<file path="src/rtl/time_set_rx.sv">
// -----------------------------------------------------------------------------
// time_set_rx
//
// Receives a time-set command over an 8N1 UART line and presents it as six
// BCD digits. A command is 'T', six ASCII digits "hhmmss", then CR. Digits
// are collected in shadow registers and copied to the outputs only when the
// terminating CR arrives, so the outputs always show a complete, valid time.
//
// Parameters
//   CLK_HZ      clock frequency in Hz
//   BAUD        serial bit rate; one bit lasts CLK_HZ/BAUD clock cycles
//
// Ports
//   clk         system clock, all logic on the rising edge
//   rst         synchronous active-high reset
//   rxd         asynchronous UART line, idle high, LSB first
//   load        one-cycle pulse: the BCD outputs now hold a new time
//   hour_upper .. sec_lower   BCD time digits
//   err         one-cycle pulse on framing error or bad command byte
//   busy        high while a UART frame is being received
// -----------------------------------------------------------------------------
module time_set_rx #(
    parameter int CLK_HZ = 50000000,
    parameter int BAUD   = 115200
) (
    input  logic       clk,
    input  logic       rst,
    input  logic       rxd,
    output logic       load,
    output logic [3:0] hour_upper,
    output logic [3:0] hour_lower,
    output logic [3:0] min_upper,
    output logic [3:0] min_lower,
    output logic [3:0] sec_upper,
    output logic [3:0] sec_lower,
    output logic       err,
    output logic       busy
);

    localparam int DIV   = CLK_HZ / BAUD;
    localparam int HALF  = DIV / 2;
    // The bit timer only ever counts up to DIV-1.
    localparam int CNT_W = (DIV > 1) ? $clog2(DIV) : 1;

    localparam logic [CNT_W-1:0] CNT_HALF_END = CNT_W'(HALF - 1);
    localparam logic [CNT_W-1:0] CNT_BIT_END  = CNT_W'(DIV - 1);

    localparam logic [7:0] CH_T  = 8'h54;
    localparam logic [7:0] CH_CR = 8'h0D;

    typedef enum logic [1:0] {
        RX_IDLE,
        RX_START,
        RX_DATA,
        RX_STOP
    } rx_state_t;

    typedef enum logic [2:0] {
        P_WAIT_T  = 3'd0,
        P_D0      = 3'd1,
        P_D1      = 3'd2,
        P_D2      = 3'd3,
        P_D3      = 3'd4,
        P_D4      = 3'd5,
        P_D5      = 3'd6,
        P_WAIT_CR = 3'd7
    } p_state_t;

    // ------------------------------------------------------------------
    // Input synchronizer and falling-edge detector
    // ------------------------------------------------------------------
    logic [1:0] rx_sync_q;
    logic       rx_prev_q;
    logic       rx_bit;
    logic       rx_fall;

    // NOTE: sequential state uses non-blocking assignments so every flop
    // samples the values from before the edge, which is what makes the
    // synchronizer a true two-stage shift.
    always_ff @(posedge clk) begin
        if (rst) begin
            rx_sync_q <= 2'b11;
            rx_prev_q <= 1'b1;
        end else begin
            rx_sync_q <= {rx_sync_q[0], rxd};
            rx_prev_q <= rx_sync_q[1];
        end
    end

    assign rx_bit  = rx_sync_q[1];
    assign rx_fall = rx_prev_q & ~rx_bit;

    // ------------------------------------------------------------------
    // Receive FSM
    // ------------------------------------------------------------------
    rx_state_t        rx_state_q;
    logic [CNT_W-1:0] bit_cnt_q;
    logic [2:0]       bit_idx_q;
    logic [7:0]       rx_data_q;
    logic             busy_q;

    logic bit_end;
    logic byte_done;
    logic frame_err;

    assign bit_end   = (bit_cnt_q == CNT_BIT_END);
    // The stop-bit sample decides the frame; the parser reacts on the same
    // edge so load/err appear in the cycle right after the sample.
    assign byte_done = (rx_state_q == RX_STOP) && bit_end &&  rx_bit;
    assign frame_err = (rx_state_q == RX_STOP) && bit_end && !rx_bit;

    always_ff @(posedge clk) begin
        if (rst) begin
            rx_state_q <= RX_IDLE;
            bit_cnt_q  <= '0;
            bit_idx_q  <= 3'd0;
            rx_data_q  <= 8'h00;
            busy_q     <= 1'b0;
        end else begin
            case (rx_state_q)
                RX_IDLE: begin
                    if (rx_fall) begin
                        rx_state_q <= RX_START;
                        bit_cnt_q  <= '0;
                        busy_q     <= 1'b1;
                    end
                end
                RX_START: begin
                    if (bit_cnt_q == CNT_HALF_END) begin
                        bit_cnt_q <= '0;
                        bit_idx_q <= 3'd0;
                        if (!rx_bit) begin
                            rx_state_q <= RX_DATA;
                        end else begin
                            // Line went high again: a glitch, not a start bit.
                            rx_state_q <= RX_IDLE;
                            busy_q     <= 1'b0;
                        end
                    end else begin
                        bit_cnt_q <= bit_cnt_q + CNT_W'(1);
                    end
                end
                RX_DATA: begin
                    if (bit_end) begin
                        bit_cnt_q <= '0;
                        rx_data_q <= {rx_bit, rx_data_q[7:1]};
                        if (bit_idx_q == 3'd7) begin
                            rx_state_q <= RX_STOP;
                        end else begin
                            bit_idx_q <= bit_idx_q + 3'd1;
                        end
                    end else begin
                        bit_cnt_q <= bit_cnt_q + CNT_W'(1);
                    end
                end
                RX_STOP: begin
                    if (bit_end) begin
                        bit_cnt_q  <= '0;
                        rx_state_q <= RX_IDLE;
                        busy_q     <= 1'b0;
                    end else begin
                        bit_cnt_q <= bit_cnt_q + CNT_W'(1);
                    end
                end
                default: begin
                    rx_state_q <= RX_IDLE;
                    busy_q     <= 1'b0;
                end
            endcase
        end
    end

    // ------------------------------------------------------------------
    // Command parser
    // ------------------------------------------------------------------
    p_state_t        p_state_q;
    logic [5:0][3:0] shadow_q;
    logic [5:0][3:0] time_q;
    logic            load_q;
    logic            err_q;

    logic [2:0] dig_idx;
    logic [3:0] dig_max;
    p_state_t   dig_next;
    logic       is_digit;
    logic       digit_ok;

    // Which digit slot the current state fills, its upper bound, and the
    // state that follows an accepted digit.
    // NOTE: every output of this block gets a default first, so no path
    // leaves a signal unassigned and no latch is inferred.
    always_comb begin
        dig_idx  = 3'd0;
        dig_max  = 4'd9;
        dig_next = P_WAIT_CR;
        case (p_state_q)
            P_D0: begin dig_idx = 3'd0; dig_max = 4'd2; dig_next = P_D1; end
            P_D1: begin
                dig_idx  = 3'd1;
                // Hours 20-23 only: a leading 2 limits the second digit.
                dig_max  = (shadow_q[0] == 4'd2) ? 4'd3 : 4'd9;
                dig_next = P_D2;
            end
            P_D2: begin dig_idx = 3'd2; dig_max = 4'd5; dig_next = P_D3; end
            P_D3: begin dig_idx = 3'd3; dig_max = 4'd9; dig_next = P_D4; end
            P_D4: begin dig_idx = 3'd4; dig_max = 4'd5; dig_next = P_D5; end
            P_D5: begin dig_idx = 3'd5; dig_max = 4'd9; dig_next = P_WAIT_CR; end
            default: ;
        endcase
    end

    assign is_digit = (rx_data_q[7:4] == 4'h3) && (rx_data_q[3:0] <= 4'd9);
    assign digit_ok = is_digit && (rx_data_q[3:0] <= dig_max);

    always_ff @(posedge clk) begin
        if (rst) begin
            p_state_q <= P_WAIT_T;
            // NOTE: the shadow digits are a handful of flops that must read
            // zero after reset, so they are cleared here like any register
            // rather than treated as an unreset storage array.
            shadow_q  <= '0;
            time_q    <= '0;
            load_q    <= 1'b0;
            err_q     <= 1'b0;
        end else begin
            load_q <= 1'b0;
            err_q  <= 1'b0;
            if (frame_err) begin
                err_q     <= 1'b1;
                p_state_q <= P_WAIT_T;
            end else if (byte_done) begin
                if (rx_data_q == CH_T) begin
                    // 'T' always (re)starts a command, never an error.
                    p_state_q <= P_D0;
                end else begin
                    case (p_state_q)
                        P_WAIT_T: ;
                        P_WAIT_CR: begin
                            if (rx_data_q == CH_CR) begin
                                time_q <= shadow_q;
                                load_q <= 1'b1;
                            end else begin
                                err_q <= 1'b1;
                            end
                            p_state_q <= P_WAIT_T;
                        end
                        default: begin
                            if (digit_ok) begin
                                shadow_q[dig_idx] <= rx_data_q[3:0];
                                p_state_q         <= dig_next;
                            end else begin
                                err_q     <= 1'b1;
                                p_state_q <= P_WAIT_T;
                            end
                        end
                    endcase
                end
            end
        end
    end

    assign load       = load_q;
    assign err        = err_q;
    assign busy       = busy_q;
    assign hour_upper = time_q[0];
    assign hour_lower = time_q[1];
    assign min_upper  = time_q[2];
    assign min_lower  = time_q[3];
    assign sec_upper  = time_q[4];
    assign sec_lower  = time_q[5];

endmodule

</file>
<file path="config.mk">
export PLATFORM = sky130hd
export DESIGN_NAME = time_set_rx
export DESIGN_NICKNAME = d
export VERILOG_FILES = /design/src/rtl/time_set_rx.sv
export SDC_FILE = /design/constraint.sdc
export NUM_CORES = 1
export LEC_CHECK = 0
export ABC_AREA = 1
export BUFFER_PORTS_ARGS = -buffer_cell sky130_fd_sc_hd__buf_2
export CELL_PAD_IN_SITES_DETAIL_PLACEMENT = 0
export CELL_PAD_IN_SITES_GLOBAL_PLACEMENT = 1
export CORE_UTILIZATION = 46
export CTS_CLUSTER_SIZE = 40
export DETAILED_ROUTE_END_ITERATION = 10
export PLACE_DENSITY_LB_ADDON = 0.1
export REMOVE_ABC_BUFFERS = 1
export SYNTH_ARGS = -nofsm -noshare
export SYNTH_HDL_FRONTEND = slang
export SYNTH_SLANG_ARGS = --single-unit
export TNS_END_PERCENT = 30
</file>
<file path="constraint.sdc">
create_clock -name clk -period 3.4 [get_ports clk]
set_clock_uncertainty 0.1 [all_clocks]
set_input_delay 0.17 -clock clk [delete_from_list [all_inputs] [get_ports clk]]
set_output_delay 0.17 -clock clk [all_outputs]
set_load 0.02 [all_outputs]
</file>
==> summary.md <==
| Metric | Value |
|---|---|
| Seq/Total Area, Yosys | 42.6% |
| Req. time, crit path | 3550 ps |
| Multi-input logic area | 0.00175 mm2 |
| Initial antenna violation count | 0 |
| Core Box Area | 0.00777 mm2 |
| CTS tree | done |
| Row cnt | 32 |
| Gate Count Post-Synth | 552 |
| Ratio of cells with drive above 1 in the final layout | 11.0% |
| Top FF cell, synth | dfxtp_1 |
| Post-synth EDFFs | 0 |
| GR peak layer | met2 |
| Vias in the first global route | 2987 |
| Iter 0 DRT Violations | 124 |
| Setup violators final | 0 |
| Pre-antenna DRT Iters | 4 |
| Final Hold Fails | 0 |
| Yosys reg bits | 79 |
| Startpoint Class | register |
| Top cells by count, synth | 129 x nand2_1, 110 x nor2_1, 79 x dfxtp_1 |
| Min Tclk post-route | 2650 ps |
| Total track usage | 19.8% |
| Antenna-violating nets left | 0 |
| Inserted Diodes | 0 |
| RSZ-0062 raised after global routing | no |
| Vias per inst | 4.83 |
| Leakage power | 2.02 nW |
| Crit share post-route | 77.8% |
| First-pass GRT wire length | 13400 um |
| Status | finished clean |
| Warnings from Yosys | 0 |
| Final nets | 590 |
| Hold WC Path Type | primary input to register |
| Fin util | 53.5% |
| Congestion Overflow GR | 0 |
| Global routing usage on met2 | 33.9% |
| Routing usage on met1 | 24.7% |
| Die area | 0.00844 mm2 |
| Syn avg cell area | 6.73 um2 |
| Vias | 3299 |
| Post-route insts no fill | 683 |
| I/O pin cnt | 30 |
| CTS sink cnt | 79 |
| Post-route setup TNS | 0 ps |
| DIE WIDTH | 91.9 um |
| Largest net degree at the start of global routing | 66 |
| Starting Density | 47.8% |
| Yosys top cell area share | 42.6% |
| Cell chain of the critical path | inv_1 > nor2_1 > inv_1 > a22oi_1 > ha_1 > nand2_1 > inv_1 > nand2_1 > nand2_1 > nand2_1 > nand2_1 > nor2_2 > buf_12 > nand3_1 > nand2_1 > nor2_1 |
| Area Growth Syn to Fin | 11.8% |
| Total wire length | 7730 um |
| Met3 usage | 3.32% |
| Max_cap viols | 0 |
| Power per cell area | 451 mW/mm2 |
| Max-slew violation count | 0 |
| H-tree depth | 3 |
| Chip height | 91.9 um |
| Sequential cell area | 0.00158 mm2 |
| Worst Max-Slew Pin Slew | 820 ps |
| Leading area contributor after synthesis | dfxtp_1 |
| Most numerous cell in the Yosys netlist | nand2_1 |
| Wirelength per Cell | 11.3 um |
| Slew Limit Headroom | 44.9% |
| CP max stage cell | dfxtp_1 |
| Asr flop ratio synth | 0% |
| Achievable Freq | 378 MHz |
| Placed cells | 668 |
| Clock Latency Late Sink | 350 ps |
| VDD IR max | 0.216 mV |
| Placed inst area | 0.00391 mm2 |
| Clock Pin Slew Worst Setup and Hold Paths | 70 ps |
| Cell mode on critical path | nand2_1 |
| DP Wirelength | 5120 um |
| Critical setup path kind | register to register |
| DR DRC count | 0 |
| Worst setup EP type | register |
| Clk root buf | clkbuf_8 |
| Critical Path AT | 2790 ps |
| Port buffer count | 29 |
| Post-CTS setup buffer count | 0 |
| Final instance area | 0.00416 mm2 |
| Max Fanout on Critical Path | 32 |
| Area contributors post-synth | dfxtp_1 43%, nand2_1 13%, nor2_1 11%, inv_1 6.9%, a21oi_1 6.1% |
| CTS max path bufs | 2 |
| Filler cells | 790 |
| Distinct cell type count after synthesis | 27 |
| Max stage delay on crit path | 440 ps |
| Gp weighted congestion | 0.840 |
| CTS buffer count | 9 |
| Mapped Area | 0.00372 mm2 |
cells by family after synthesis:
| logic type | share of synthesized area (%) |
|---|---|
| AO/OA/AOI/OAI | 10.0 |
| adder cells (fa/ha/maj) | 3.03 |
| buffers and inverters | 10.4 |
| flip-flops | 42.6 |
| AND/OR/NAND/NOR | 34.0 |
metrics by stage:
stage,power (mW),setup WS [ps],hold slack [ps]
after floorplan,1.04,584,139
after global placement,1.07,832,257
after detailed placement,1.07,775,257
after CTS,1.90,748,57.8
after global routing,1.94,469,75.8
final,1.87,754,61.8
worst max-delay path: cells and delay by family (launching register included):
family          cells  cell delay (ps)
simple gates       10             1060
buf+inv             4              450
flops               1              440
fa+ha+maj           1              280
compound gates      1              190
path summary, 6_finish.rpt:
check	startpoint	to	slack, ps	cells past startpoint
hold / removal	rst	bit_idx_q[0]$_SDFFE_PP0P_	60	2
setup reg to reg	p_state_q[1]$_SDFFE_PP0P_	shadow_q[18]$_SDFFE_PP0P_	750	16
setup / recovery	p_state_q[1]$_SDFFE_PP0P_	shadow_q[18]$_SDFFE_PP0P_	750	16
hold reg to reg	rx_sync_q[0]$_SDFF_PP1_	rx_sync_q[1]$_SDFF_PP1_	310	1
final cells by class:
type / count / share of cell area, %
Inverter: 71 / 6.41
Clock buffer: 10 / 3.31
Clock inverter: 4 / 2.29
Timing Repair Buffer: 34 / 4.76
Sequential cell: 79 / 38.1
Tap cell: 102 / 3.07
Multi-Input combinational cell: 383 / 42.1
state kept, by name, indices dropped and copies added (netlist names), named ones only:
signal / cells
load: 1
rx_sync_q: 2
bit_idx_q: 3
hour_upper: 4
rx_prev_q: 1
p_state_q: 3
err: 1
sec_lower: 4
hour_lower: 4
shadow_q: 24
bit_cnt_q: 9
min_upper: 4
rx_state_q: 1
min_lower: 4
busy: 1
sec_upper: 4
rx_data_q: 8
power by group:
group	internal, mW	switching [mW]	total (mW)
Combinational	0.0288	0.0744	0.103
Clock	0.499	0.329	0.828
Sequential	0.934	0.00942	0.944
cells in the final DEF, fill, tap and decap left out, drive strengths merged:
master and instances:
nor3 9, ha 9, nand4 11, bufinv 3
clkinv 1, a21oi 45, o31ai 1, nand3 29
inv 71, clkbuf 10, nand3b 1, dfxtp 79
o21bai 1, buf 33, nor2 114, or2 3
a22oi 1, nand2 134, dlygate4sd3 1, o21ai 25
routing by layer:
metal  vias up  part of all wire [%]  wire (um)
met5         -                     0          0
met4         0                   1.3         99
met3        12                   2.4        186
met2        32                    46       3550
met1      1481                    50       3900
li1       1774                     -          -
repair_timing:
| action | in CTS | in global routing |
|---|---|---|
| hold buffers | 1 | 0 |
| endpoints found under the setup margin | 0 | 0 |
| hold endpoints to repair | 1 | 0 |
| gates resized for setup | 0 | 0 |
Power figures use the tool's default switching activity.
